<file path="src/rtl/comm_pkg.sv">
// Shared definitions for the FIFO write-port arbiter: FSM state encoding and
// default sizing that must agree with the downstream FIFO's FIFO_WIDTH.
package comm_pkg;

    typedef enum logic [1:0] {
        IDLE     = 2'b00,
        ACTIVE   = 2'b01,
        THROTTLE = 2'b10
    } arb_state_e;

    localparam int DEFAULT_NUM_REQ    = 4;
    localparam int DEFAULT_FIFO_WIDTH = 16;
    localparam int DEFAULT_STAT_WIDTH = 16;

endpackage

</file>
<file path="src/rtl/fifo_wr_arbiter_if.sv">
// Requester-side and FIFO-side signals of the write-port arbiter, bundled so the
// arbiter sees them as one port (slave) and the surrounding logic drives them (master).
interface fifo_wr_arbiter_if
    import comm_pkg::*;
#(
    parameter int NUM_REQ    = DEFAULT_NUM_REQ,
    parameter int FIFO_WIDTH = DEFAULT_FIFO_WIDTH
) ();

    logic [NUM_REQ-1:0]                 req;
    logic [NUM_REQ-1:0][FIFO_WIDTH-1:0] req_data;
    logic [NUM_REQ-1:0]                 gnt;
    logic                               fifo_full;
    logic                               fifo_almostfull;
    logic                               fifo_wr_en;
    logic [FIFO_WIDTH-1:0]              fifo_data_in;

    modport slave (
        input  req, req_data, fifo_full, fifo_almostfull,
        output gnt, fifo_wr_en, fifo_data_in
    );

    modport master (
        output req, req_data, fifo_full, fifo_almostfull,
        input  gnt, fifo_wr_en, fifo_data_in
    );

endinterface

</file>
<file path="src/rtl/rr_picker.sv">
// Combinational round-robin picker: first asserted req after last_gnt, wrapping,
// returned both one-hot and as a binary index. Nothing is picked while enable is low.
module rr_picker #(
    parameter int NUM_REQ = 4,
    parameter int IDX_W   = $clog2(NUM_REQ)
) (
    input  logic [NUM_REQ-1:0] req,
    input  logic [IDX_W-1:0]   last_gnt,
    input  logic               enable,
    output logic [NUM_REQ-1:0] gnt,
    output logic [IDX_W-1:0]   gnt_idx
);

    logic found;
    int   cand;

    always_comb begin
        gnt     = '0;
        gnt_idx = '0;
        found   = 1'b0;
        cand    = 0;
        if (enable) begin
            // Offsets 1..NUM_REQ so the previous winner is considered last.
            for (int i = 1; i <= NUM_REQ; i++) begin
                cand = (int'(last_gnt) + i) % NUM_REQ;
                if (!found && req[IDX_W'(cand)]) begin
                    found                = 1'b1;
                    gnt[IDX_W'(cand)]    = 1'b1;
                    gnt_idx              = IDX_W'(cand);
                end
            end
        end
    end

endmodule

</file>
<file path="src/rtl/fifo_wr_arbiter.sv">
// Round-robin arbiter sharing one FIFO write port among NUM_REQ requesters, with
// back-pressure throttling. Define FIFO_WR_ARB_STATS_EN to add saturating grant counters.
module fifo_wr_arbiter
    import comm_pkg::*;
#(
    parameter int NUM_REQ    = DEFAULT_NUM_REQ,
    parameter int FIFO_WIDTH = DEFAULT_FIFO_WIDTH,
    parameter int STAT_WIDTH = DEFAULT_STAT_WIDTH
) (
    input  logic                clk,
    input  logic                rst,
    fifo_wr_arbiter_if.slave    bus,
`ifdef FIFO_WR_ARB_STATS_EN
    output logic [NUM_REQ-1:0][STAT_WIDTH-1:0] grant_cnt,
`endif
    output logic [1:0]          arb_state
);

    localparam int IDX_W = $clog2(NUM_REQ);

    arb_state_e            state, state_next;
    logic [IDX_W-1:0]      last_gnt;
    logic [IDX_W-1:0]      gnt_idx;
    logic [NUM_REQ-1:0]    gnt;
    logic                  wr_en_q;
    logic [FIFO_WIDTH-1:0] data_q;
    logic                  stall;
    logic                  any_gnt;

    // The in-flight write counts against capacity, so almostfull stalls when a write is pending.
    assign stall   = bus.fifo_full | (wr_en_q & bus.fifo_almostfull);
    assign any_gnt = |gnt;

    rr_picker #(
        .NUM_REQ (NUM_REQ),
        .IDX_W   (IDX_W)
    ) u_picker (
        .req      (bus.req),
        .last_gnt (last_gnt),
        .enable   (!stall && !rst),
        .gnt      (gnt),
        .gnt_idx  (gnt_idx)
    );

    always_comb begin
        state_next = IDLE;
        if (|bus.req) begin
            state_next = stall ? THROTTLE : ACTIVE;
        end
    end

    always_ff @(posedge clk) begin
        if (rst) begin
            state    <= IDLE;
            wr_en_q  <= 1'b0;
            data_q   <= '0;
            last_gnt <= IDX_W'(NUM_REQ - 1);
        end else begin
            state   <= state_next;
            wr_en_q <= any_gnt;
            if (any_gnt) begin
                data_q   <= bus.req_data[gnt_idx];
                last_gnt <= gnt_idx;
            end
        end
    end

    assign bus.gnt          = gnt;
    assign bus.fifo_wr_en   = wr_en_q;
    assign bus.fifo_data_in = data_q;
    assign arb_state        = state;

`ifdef FIFO_WR_ARB_STATS_EN
    for (genvar g = 0; g < NUM_REQ; g++) begin : g_stats
        always_ff @(posedge clk) begin
            if (rst) begin
                grant_cnt[g] <= '0;
            end else if (gnt[g] && (grant_cnt[g] != '1)) begin
                grant_cnt[g] <= grant_cnt[g] + 1'b1;
            end
        end
    end
`endif

endmodule

</file>
<file path="src/flat_wrapper.sv">
// flat-port wrapper written by rule: the top's interface ports become plain ports
module fifo_wr_arbiter_flat import comm_pkg::*;
#(
    parameter int NUM_REQ    = DEFAULT_NUM_REQ,
    parameter int FIFO_WIDTH = DEFAULT_FIFO_WIDTH,
    parameter int STAT_WIDTH = DEFAULT_STAT_WIDTH
)
  (clk, rst, arb_state, bus_req, bus_req_data, bus_fifo_full, bus_fifo_almostfull, bus_gnt, bus_fifo_wr_en, bus_fifo_data_in);
  fifo_wr_arbiter_if #(.NUM_REQ(NUM_REQ), .FIFO_WIDTH(FIFO_WIDTH)) bus_i ();
  input  logic clk;
  input  logic rst;
  output logic [1:0] arb_state;
  input wire logic [$bits(bus_i.req)-1:0] bus_req;
  input wire logic [$bits(bus_i.req_data)-1:0] bus_req_data;
  input wire logic [$bits(bus_i.fifo_full)-1:0] bus_fifo_full;
  input wire logic [$bits(bus_i.fifo_almostfull)-1:0] bus_fifo_almostfull;
  output wire logic [$bits(bus_i.gnt)-1:0] bus_gnt;
  output wire logic [$bits(bus_i.fifo_wr_en)-1:0] bus_fifo_wr_en;
  output wire logic [$bits(bus_i.fifo_data_in)-1:0] bus_fifo_data_in;
  assign bus_i.req = bus_req;
  assign bus_i.req_data = bus_req_data;
  assign bus_i.fifo_full = bus_fifo_full;
  assign bus_i.fifo_almostfull = bus_fifo_almostfull;
  assign bus_gnt = bus_i.gnt;
  assign bus_fifo_wr_en = bus_i.fifo_wr_en;
  assign bus_fifo_data_in = bus_i.fifo_data_in;
  fifo_wr_arbiter #(.NUM_REQ(NUM_REQ), .FIFO_WIDTH(FIFO_WIDTH), .STAT_WIDTH(STAT_WIDTH)) u_core (.clk(clk), .rst(rst), .bus(bus_i), .arb_state(arb_state));
endmodule
</file>
<file path="config.mk">
export PLATFORM = sky130hd
export DESIGN_NAME = fifo_wr_arbiter_flat
export DESIGN_NICKNAME = d
export VERILOG_FILES = /design/src/rtl/comm_pkg.sv /design/src/rtl/fifo_wr_arbiter_if.sv /design/src/rtl/rr_picker.sv /design/src/rtl/fifo_wr_arbiter.sv /design/src/flat_wrapper.sv
export SDC_FILE = /design/constraint.sdc
export NUM_CORES = 1
export LEC_CHECK = 0
export BUFFER_PORTS_ARGS = -buffer_cell sky130_fd_sc_hd__buf_2
export CORE_MARGIN = 1
export CORE_UTILIZATION = 35
export CTS_CLUSTER_DIAMETER = 60
export DETAILED_ROUTE_END_ITERATION = 6
export PLACE_DENSITY = 0.6
export SLEW_MARGIN = 15
export SYNTH_ARGS = -nofsm -noshare
export SYNTH_HDL_FRONTEND = slang
export SYNTH_SLANG_ARGS = --single-unit
</file>
<file path="constraint.sdc">
create_clock -name clk -period 4.55 [get_ports clk]
set_clock_uncertainty 0.05 [all_clocks]
set_input_delay 0.6825 -clock clk [delete_from_list [all_inputs] [get_ports clk]]
set_output_delay 0.6825 -clock clk [all_outputs]
set_load 0.02 [all_outputs]
</file>
# == Word-level counts from Yosys, hierarchy flattened ==
# Cells that the tools add are included.
# op_classes
add_sub_neg,4
n_mul,0
div,0
order_cmp,9
n_eq_ne,0
shift,0
mux,42
bitwise_logic,6
reduce_logical,16
# op_table
operator,n
$bmux W16 S2,1
$mux W4,8
$mux W1,18
$lt A2 B4 Y1 const B,4
$mux W16,1
$mux W2,6
$or A4 B4 Y4,3
$bmux W1 S2,4
$demux W1 S2,4
$ge A2 B1 Y1 const B,4
$logic_and A1 B1 Y1,8
$reduce_or A4 Y1,2
$logic_not A1 Y1,5
$add A2 B1 Y2 const B,2
$add A2 B2 Y2 const B,2
$lt A2 B3 Y1 const B,1
$reduce_or A2 Y1,1
$and A1 B1 Y1,1
$not A1 Y1,1
$or A1 B1 Y1,1
# totals
ff_bits,21
latchBits,0
ramBits,0
rom_bits,0
input_bits,72
output_inout_bits,23
wordCells,81
n_memories,0

# == Depth between registers and ports, before layout ==
# Gate-level depths: netlist of run 1.
# logic_depth
word_depth,20
depth_mapped,14

# == Hierarchy ==
# From an unflattened synthesis of run 1, not the netlist that was laid out.
# unflattened
hier_cells,159
area_unflattened_um2,1736.7
# modules_own_cells
mod,instances,cells_each,area_each_um2,seq_area_each_um2
fifo_wr_arbiter,1,72,1076.0,420.4
rr_picker,1,87,660.6,0.0

# == Least setup slack after synthesis of run 1 ==
# No wires, ideal clock.
# synth_timing
kind,register -> register
start,reg u_core.last_gnt[0]
end,reg u_core.data_q[0] (netlist: u_core.bus.fifo_data_in[0])
setup_ns,0.128
arrival_time_ns,2.970
required_ns,4.372
setup_slack_ns,1.402
path_stages_with_launch,14
path_buffers,4
cell_sequence,dfxtp_1 buf_4 inv_1 ha_1 buf_2 mux2i_1 mux2_2 a211oi_1 o211ai_2 o41ai_4 or2_1 buf_4 buf_6 o221ai_2
# synth_between
elab_chain_len,20
# synth_lines
element,line,text
from (decl),fifo_wr_arbiter.sv:22,logic [IDX_W-1:0] last_gnt;
from (signal assigned),fifo_wr_arbiter.sv:57,last_gnt <= IDX_W'(NUM_REQ - 1);
from (signal assigned),fifo_wr_arbiter.sv:63,last_gnt <= gnt_idx;
"parallel branches: the longest is 20 deep, another holds $lt A2 B4 Y1",-,
to (signal assigned),fifo_wr_arbiter.sv:62,data_q <= bus.req_data[gnt_idx];
to (decl),fifo_wr_arbiter.sv:26,logic [FIFO_WIDTH-1:0] data_q;
# Several ways; the timed one is not identified. The select of a mux whose other input is x is not followed.
# A chain may end at the register's enable or synchronous reset.

# == Worst setup path in the final report of run 1 ==
# layout_timing
start,reg u_core.last_gnt[1]
end,out bus_gnt[3]
# layout_between
elab_chain_len,18
# layout_lines
element,line,text
"parallel branches: the longest is 16 deep, another holds $lt A2 B4 Y1",-,
$mux W4 *,rr_picker.sv:26,if (!found && req[IDX_W'(cand)]) begin
$mux W4 *,rr_picker.sv:22,if (enable) begin
to (decl),flat_wrapper.sv:17,output wire logic [$bits(bus_i.gnt)-1:0] bus_gnt;
# Every way passes the cells marked *. The select of a mux whose other input is x is not followed.

==> results_dict.tcl, run 1 <==
set metrics [dict create \
    outcome "finished clean" \
    ir_worst_vdd_uv 241.2 \
    grt_max_degree 33 \
    rows 26 \
    min_path_type "register to register" \
    combPwrFrac 0.673 \
    totalWireLength_um 5037 \
    cts_buffer_depth 2 \
    syn-mean-instance-area_um2 9.517 \
    dp_hpwl_um 3890 \
    drive_gt1_frac 0.4437 \
    maxSlewHeadroom 0.6122 \
    yosysTopAreaCell "dfxtp_1" \
    setup_violations 0 \
    intPower_mw 0.6856 \
    syn_area_mm2 0.001884 \
    leakage_nw 1.068 \
    gr-total-overflow 0 \
    diodes 0 \
    rsz0062_at_grt "no" \
    cp-start-kind "register" \
    max_freq_mhz 275.7 \
    post_cts_resized 0 \
    drt_iter0_markers 149 \
    dr.pass1.iters 4 \
    postSynthCellCount 198 \
    grt_pass1_wl_um 7645 \
    grt_pass1_vias 1549 \
    switchingPower_mw 0.6186 \
    ys_warn_count 0 \
    grt_usage 0.1758 \
    final.min_clock_period_ns 3.628 \
    wire_per_inst_um 14.23 \
    setup-tns-final_ns 0 \
    ant_nets 0 \
    die_area_mm2 0.005681 \
    synth-edff-count 0 \
    drc 0 \
    cap_violations 0 \
    yosys.cell_types.count 43 \
    synth_fp_nets 278 \
    hold_viol 0 \
    cp_max_fo 15 \
    cts_setup_buffers 0 \
    period_share 0.7973 \
    worstPathArrival_ns 2.90 \
    synth_top_area_share 0.2231 \
    ios 95 \
    totalPowerFinal_mw 1.304 \
    hold_slack_ns 0.4382 \
    seqPwrFrac 0.234 \
    route.vias.total 1843 \
    cts_sinks 21 \
    final_common_cell "buf_2" \
    port_buffers 94 \
    synth-main-ff-cell "dfxtp_1" \
    swShare 0.4743 \
    ys_seq_elements 21 \
    most-common-layout-cells "buf_2, mux2i_1, dfxtp_1" \
    async_flop_share 0 \
    initial_core_util 0.3666 \
    nets 365 \
    pwr-share-clk 0.093 \
    final-max-slew-violation-count 0 \
    yosysSeqAreaShare 0.2231 \
    cts_buffers 3 \
    cts_tree "yes" \
    worstMarginPinSlew_ns 0.5781 \
    syn2layout_area_growth_pct 29.35 \
    hold_buffers 0 \
    path_clk_slew_ns 0.07 \
    synthTopCellsByArea "dfxtp_1, mux2i_1, o221ai_2, ha_1, nand3_1" \
    gp_congestion 0.8479 \
    viasPerCell 5.206 \
    antenna_found_initial 0 \
    die_w_um 75.38 \
    fp.dieH_um 75.38 \
    core_mm2 0.005140 \
    clk_latency_ns 0.26 \
    crit_required_ns 3.82 \
    endpoint_kind "output port" \
    powerDensity_mw_per_mm2 535.1 \
    crit_type "register to output port" \
    htree_levels 1 \
    clock-root-buffer "clkbuf_8" \
]
-- metrics by stage --
stage / util / worst slack, ns / area, µm² / std cells
3_3_place_gp: 0.4647 / 1.256 / 2389 / 350
5_1_grt: 0.4742 / 0.6651 / 2437 / 354
2_1_floorplan: - / 1.402 / 1884 / 198
6_report: 0.4742 / 0.9223 / 2437 / 354
4_1_cts: 0.4742 / 0.9271 / 2437 / 354
3_5_place_dp: 0.4647 / 1.150 / 2389 / 350
-- synth_stat cells, types with 2 or more instances --
master,instances
a211oi_1,3
a21oi_1,7
and2_1,2
buf_2,10
buf_4,5
clkbuf_1,2
dfxtp_1,21
ha_1,8
inv_1,2
mux2_2,2
mux2i_1,39
mux4_2,4
nand2_1,7
nand2b_1,2
nand3_1,18
nand3b_1,3
nor2_1,8
nor2b_1,5
nor3_1,2
nor3b_1,2
nor4bb_1,2
o211a_1,2
o211ai_1,2
o21ai_0,4
o221ai_1,8
o221ai_2,10
o2bb2ai_1,2
-- sequential cells by signal, indices dropped and copies added, names as in the netlist --
register and count:
u_core.arb_state 2, u_core.bus.fifo_data_in 16, u_core.bus.fifo_wr_en 1, u_core.last_gnt 2
-- final cells by class --
class                      count  area [µm²]
multi-input combinational    155        1350
inverter                       4       15.01
timing repair buffer         100       515.5
clock inverter                 1       7.507
fill                         503        2703
sequential                    21       420.4
clock buffer                   3       41.29
tap                           70       87.58
-- critical path, cell delays in order, from the launching register on --
cell and delay (ns):
dfxtp_1 0.31, buf_4 0.18, inv_2 0.10, ha_1 0.61
mux2i_1 0.28, mux2_2 0.28, nand3_1 0.14, o211ai_1 0.41
and2_1 0.18, buf_2 0.16
-- power by group through the flow --
stage	sequential, mW	combinational, mW	clock, mW
6_report	0.305	0.878	0.122
3_5_place_dp	0.305	0.880	0
5_1_grt	0.316	0.954	0.137
4_1_cts	0.305	0.880	0.127
3_3_place_gp	0.310	0.872	0
2_1_floorplan	0.403	0.563	0
-- layer usage --
| metal | part of all wire | track usage |
|---|---|---|
| met5 | 0 | 0 |
| met4 | 0.0073 | 0.03086 |
| met3 | 0.048 | 0.03836 |
| met2 | 0.48 | 0.2550 |
| met1 | 0.46 | 0.2681 |
-- logic make-up (layout without fill, tap and decap cells) --
family | count (synthesis) | count (layout) | share of synthesized area
AO/OA/AOI/OAI | 46 | 46 | 0.2324
multiplexers | 45 | 45 | 0.2669
buffers and inverters | 22 | 108 | 0.06441
AND/OR/NAND/NOR | 56 | 56 | 0.1600
flip-flops | 21 | 21 | 0.2231
adder cells (fa/ha/maj) | 8 | 8 | 0.05312
-- final timing paths --
path / slack (ns) / end / cells past startpoint / startpoint
hold reg to reg: 0.44 / u_core.bus.fifo_data_in[9]$_SDFFE_PP0P_ / 2 / u_core.bus.fifo_data_in[9]$_SDFFE_PP0P_
setup / recovery: 0.92 / bus_gnt[3] / 9 / u_core.last_gnt[1]$_SDFFE_PP1P_
setup reg to reg: 1.14 / u_core.bus.fifo_data_in[7]$_SDFFE_PP0P_ / 11 / u_core.last_gnt[1]$_SDFFE_PP1P_
hold / removal: 0.44 / u_core.bus.fifo_data_in[9]$_SDFFE_PP0P_ / 2 / u_core.bus.fifo_data_in[9]$_SDFFE_PP0P_
Note: power is estimated with default switching activity, not from simulation.
==> run 2, diff against run 1 <==
Settings changed: ABC_AREA from default to 1.
Clock period 4.55 ns to 2.9 ns, I/O delays scaled along.
==> run 2 against run 1 <==
  * Final area rose by 13%
  * Clock power rose by 59%
  * Sequential power rose by 41%
  * Final cell count rose by 56%
  * Worst setup slack got worse by 0.69 ns
  * Power rose by 83%
  * Clock-buffer cell count did not move
  * Area after synthesis rose by 16%
  * Global-route usage rose by 3.1 points
  * Critical path depth rose by 6
  * Via count rose by 41%
  * Critical endpoint is now u_core.bus.fifo_data_in[15]$_SDFFE_PP0P_
==> results_dict.tcl, run 2 <==
set metrics [dict create \
    nets 557 \
    initial_core_util 0.3668 \
    post_cts_resized 0 \
    drive_gt1_frac 0.2773 \
    cp-start-kind "register" \
    totalPowerFinal_mw 2.384 \
    wirelength_met1_um 3387 \
    startpoint "u_core.last_gnt[0]$_SDFFE_PP1P_" \
    path_clk_slew_ns 0.08 \
    yosysTopAreaCell "nand2_1" \
    switchingPower_mw 1.345 \
    setup_violations 0 \
    hold_slack_ns 0.3034 \
    powerDensity_mw_per_mm2 867.8 \
    reg2reg_slack_ns 0.24 \
    syn2layout_area_growth_pct 25.77 \
    synth_top_area_share 0.3076 \
    totalWireLength_um 6428 \
    clock-root-buffer "clkbuf_8" \
    wl_met2_um 2655 \
    ys_warn_count 0 \
    drc 0 \
    grt_usage 0.2066 \
    grt_pass1_vias 2342 \
    most-common-layout-cells "nand2_1, buf_2, nor2_1" \
    cp_max_fo 33 \
    hp-start "rst" \
    endpoint_kind "register" \
    synth-edff-count 0 \
    cts_sinks 21 \
    viasPerCell 4.702 \
    postSynthCellCount 388 \
    crit_required_ns 3.01 \
    die_w_um 81.01 \
    crit_type "register to register" \
    dr.pass1.iters 4 \
    cts_buffer_depth 2 \
    combPwrFrac 0.738 \
    r2r_start "u_core.last_gnt[0]$_SDFFE_PP1P_" \
    cts_buffers 3 \
    rsz0062_at_grt "no" \
    drt_iter0_markers 217 \
    wire_per_inst_um 11.67 \
    setup-tns-final_ns 0 \
    dp_cells 547 \
    cts_setup_buffers 0 \
    synth-main-ff-cell "dfxtp_1" \
    final-max-slew-violation-count 0 \
    yosys-top-cells-count "nand2_1, nor2_1, nand4_1" \
    gp_congestion 0.8525 \
    route.met3.wl_um 329 \
    syn_area_mm2 0.002185 \
    ir_worst_vdd_uv 423.3 \
    largest_register_ff_count 16 \
    fp.dieH_um 81.01 \
    leakage_nw 1.672 \
    route.vias.total 2591 \
    syn-mean-instance-area_um2 5.630 \
    grt_max_degree 34 \
    die_area_mm2 0.006562 \
    synthTopCellsByArea "nand2_1, dfxtp_1, nand4_1, nor2_1, inv_1" \
    highest_layer "met4" \
    ys_seq_elements 21 \
    rows 28 \
    async_flop_share 0 \
    cts_tree "yes" \
    maxSlewHeadroom 0.6370 \
    diodes 0 \
    dp_hpwl_um 4977 \
    final.min_clock_period_ns 2.664 \
    final_common_cell "nand2_1" \
    fin_cells 551 \
    intPower_mw 1.039 \
    ant_nets 0 \
    swShare 0.5641 \
    outcome "finished clean" \
    yosys.cell_types.count 29 \
    ios 95 \
    post-place-ws_ns 0.2619 \
    seqPwrFrac 0.180 \
    fill_cells 681 \
    htree_levels 1 \
    hold_viol 0 \
    grt_pass1_wl_um 10770 \
    worst_slack_ns 0.2359 \
    worstMarginPinSlew_ns 0.5395 \
    port_buffers 94 \
    cap_violations 0 \
    synth_fp_nets 468 \
    gr-total-overflow 0 \
    max_freq_mhz 375.4 \
    synth.most_common_cell "nand2_1" \
    min_path_type "input pin to register" \
    period_share 0.9187 \
    yosysSeqAreaShare 0.1924 \
    core_mm2 0.005956 \
    worstPathArrival_ns 2.77 \
    pwr-share-clk 0.081 \
    antenna_found_initial 0 \
    clk_latency_ns 0.26 \
    hold_buffers 0 \
]
==> run 2: per-layer routing <==
layer	vias to the layer above	track usage
li1	1403	-
met1	1101	0.3230
met2	83	0.3025
met3	4	0.01685
met4	0	0.03929
met5	-	0
==> run 2: path summary, 6_finish.rpt <==
path,endpoint,cells past startpoint
max,u_core.bus.fifo_data_in[15]$_SDFFE_PP0P_,15
min,u_core.arb_state[1]$_SDFF_PP0_,2
max reg2reg,u_core.bus.fifo_data_in[15]$_SDFFE_PP0P_,15
min reg2reg,u_core.bus.fifo_data_in[15]$_SDFFE_PP0P_,4
==> run 2: critical path: stages, from the launching register on <==
cell and delay [ns]:
dfxtp_1 0.42, inv_6 0.08, ha_1 0.38, inv_2 0.08
nand2_4 0.10, nand2_4 0.10, nor2_8 0.19, nand3_4 0.11
nand2_4 0.20, nand3_4 0.33, nand2_1 0.15, nand2_1 0.06
nand2_1 0.05, nand2_1 0.09, nor2_1 0.12, nor2_1 0.05
==> run 2: area by class of cell <==
class	instances	area [µm²]	share of cell area
clock buffer	3	41.29	0.01503
clock inverter	1	5.005	0.001821
inverter	37	148.9	0.05419
multi-input combinational	310	1493	0.5433
sequential	21	420.4	0.1530
tap	75	93.84	0.03415
timing repair buffer	104	545.5	0.1985
==> run 2: power groups by stage <==
stage	combinational (mW)	clock (mW)	sequential [mW]
finish	1.76	0.194	0.430
global route	2.00	0.210	0.444
CTS	1.76	0.202	0.432
detailed placement	1.75	0	0.438
global placement	1.75	0	0.435
floorplan	1.27	0	0.542
==> run 2: stage by stage <==
stage / area (µm²) / utilization
after global routing: 2748 / 0.4613
after floorplan: 2185 / -
after global placement: 2701 / 0.4536
after detailed placement: 2701 / 0.4536
final: 2748 / 0.4613
after CTS: 2748 / 0.4613
==> run 2: logic make-up (layout without fill, tap and decap cells) <==
family	count (synthesis)	after routing	synth area share
AND/OR/NAND/NOR	291	291	0.6042
AO/OA/AOI/OAI	11	11	0.03322
adder cells (fa/ha/maj)	8	8	0.04582
flip-flops	21	21	0.1924
buffers and inverters	57	145	0.1243
==> run 3, diff against run 2 <==
Settings changed: SETUP_SLACK_MARGIN from default to 0.3.
==> run 3 against run 2 <==
  * Die area is the same
  * First-iteration DRC count is 17% lower
  * Critical path type is now register to output port
  * Critical endpoint is now bus_gnt[0]
  * Final area grew 2.3%
  * Flip-flop and latch count did not move
  * Worst hold slack gained 0.0012 ns
  * Fmax up 8.7%
  * Non-clock buffer count increased by 4
  * Critical path depth decreased by 2
  * Sequential share of layout area is 0.30 points lower
  * Final cell count grew 0.91%
  * Combinational power grew 7%
==> results_dict.tcl, run 3 (synthesis results as in run 2) <==
set metrics [dict create \
    outcome "finished clean" \
    syn2layout_area_growth_pct 28.69 \
    nets 562 \
    crit_required_ns 2.41 \
    rsz0062_at_grt "no" \
    ff2ff_path_depth 15 \
    fill_cells 672 \
    worst_slack_ns 0.4494 \
    cts_buffers 3 \
    post_dp_cell_area_mm2 0.002701 \
    hold_buffers 0 \
    hp-start "rst" \
    setup_violations 0 \
    clk_latency_ns 0.26 \
    max_freq_mhz 408.1 \
    period_share 0.8450 \
    cp-start-kind "register" \
    setup-tns-final_ns 0 \
    leakage_nw 1.692 \
    register_area_um2 421.7 \
    wire_per_inst_um 11.82 \
    endpoint_kind "output port" \
    path_clk_slew_ns 0.08 \
    cts_sinks 21 \
    die_w_um 81.01 \
    grt_pass1_wl_um 10940 \
    initial_core_util 0.3668 \
    reg2reg_slack_ns 0.56 \
    hold-path-endpoint "u_core.arb_state[1]$_SDFF_PP0_" \
    hold_viol 0 \
    r2r_start "u_core.last_gnt[1]$_SDFFE_PP1P_" \
    most-common-layout-cells "nand2_1, buf_2, nor2_1" \
    post-place-ws_ns 0.2619 \
    gr-total-overflow 0 \
    fp.dieH_um 81.01 \
    port_buffers 94 \
    grt_max_degree 35 \
    grt_pass1_vias 2369 \
    ios 95 \
    rr_endpoint "u_core.bus.fifo_data_in[7]$_SDFFE_PP0P_" \
    cp_max_fo 10 \
    finish.instance_area_mm2 0.002811 \
    antenna_found_initial 0 \
    drive_gt1_frac 0.2911 \
    dp_hpwl_um 4977 \
    die_area_mm2 0.006562 \
    post-route-util 0.4721 \
    crit_type "register to output port" \
    maxSlewHeadroom 0.6395 \
    viasPerCell 4.782 \
    gp_congestion 0.8525 \
    core_mm2 0.005956 \
    final-max-slew-violation-count 0 \
    hold_slack_ns 0.3046 \
    multi_input_area_mm2 0.001525 \
    cap_violations 0 \
    htree_levels 1 \
    dr.pass1.iters 4 \
    startpoint "u_core.last_gnt[1]$_SDFFE_PP1P_" \
    dp_cells 547 \
    largest_register_ff_count 16 \
    ir_worst_vdd_uv 428.6 \
    totalPowerFinal_mw 2.515 \
    cts_buffer_depth 2 \
    final.min_clock_period_ns 2.451 \
    rows 28 \
    final_common_cell "nand2_1" \
    worstPathArrival_ns 1.97 \
    route.vias.total 2659 \
    totalWireLength_um 6573 \
    fin_cells 556 \
    worstHoldPathCells 2 \
    drt_iter0_markers 181 \
    powerDensity_mw_per_mm2 894.4 \
    diodes 0 \
    drc 0 \
    worstMarginPinSlew_ns 0.5358 \
    clock-root-buffer "clkbuf_8" \
    min_path_type "input pin to register" \
    grt_usage 0.2099 \
    ant_nets 0 \
    cts_tree "yes" \
]
-- run 3: changes by cell type in the layout (fill, tap and decap cells not counted), sizes merged --
cell   delta
nand3     +1
buf       +4
-- run 3: how the worst max path moves through the flow --
stage | endpoint
final | bus_gnt[0]
after global routing | bus_gnt[1]
after CTS | bus_gnt[0]
after detailed placement | u_core.bus.fifo_data_in[7]$_SDFFE_PP0P_
after global placement | u_core.bus.fifo_data_in[7]$_SDFFE_PP0P_
after floorplan | u_core.bus.fifo_data_in[11]$_SDFFE_PP0P_
-- run 3: critical path, cell delays in order (launching register included) --
cell	delay (ns)
dfxtp_1	0.35
inv_2	0.11
ha_4	0.31
inv_2	0.06
nand2_4	0.09
nand2_4	0.10
inv_4	0.09
nand2_2	0.07
nor2_2	0.12
nand2_1	0.06
nand3_1	0.08
nand2_1	0.07
inv_1	0.06
buf_2	0.15
-- run 3: area by class of cell --
cell class | instances | area share
clock buffer | 3 | 0.01469
timing repair buffer | 108 | 0.2047
multi-input combinational | 311 | 0.5425
inverter | 37 | 0.05296
clock inverter | 1 | 0.001780
tap | 75 | 0.03338
sequential | 21 | 0.1500
-- run 3: routing by layer --
layer  up-vias  part of all wire  global-route usage  routed length (µm)
li1       1413                 -                   -                   -
met1      1146              0.52              0.3237                3390
met2        98              0.42              0.3168                2752
met3         2             0.062             0.01685                 406
met4         0            0.0035             0.03214                  23
met5         -                 0                   0                   0
-- run 3: timing repair --
item | in CTS | in global routing
gates cloned | 1 | 0
endpoints found under the hold margin | 0 | 0
setup endpoints to repair | 10 | 20
buffers inserted | 0 | 4
gates resized for setup | 1 | 3
pin swaps | 1 | 1
-- run 3: report_power, final --
| group | internal [mW] | total (mW) | leakage, nW | switching [mW] |
|---|---|---|---|---|
| combinational | 0.645 | 1.89 | 1.49 | 1.25 |
| sequential | 0.384 | 0.431 | 0.172 | 0.0477 |
| clock | 0.0956 | 0.193 | 0.0255 | 0.0972 |
| total | 1.12 | 2.51 | 1.69 | 1.39 |
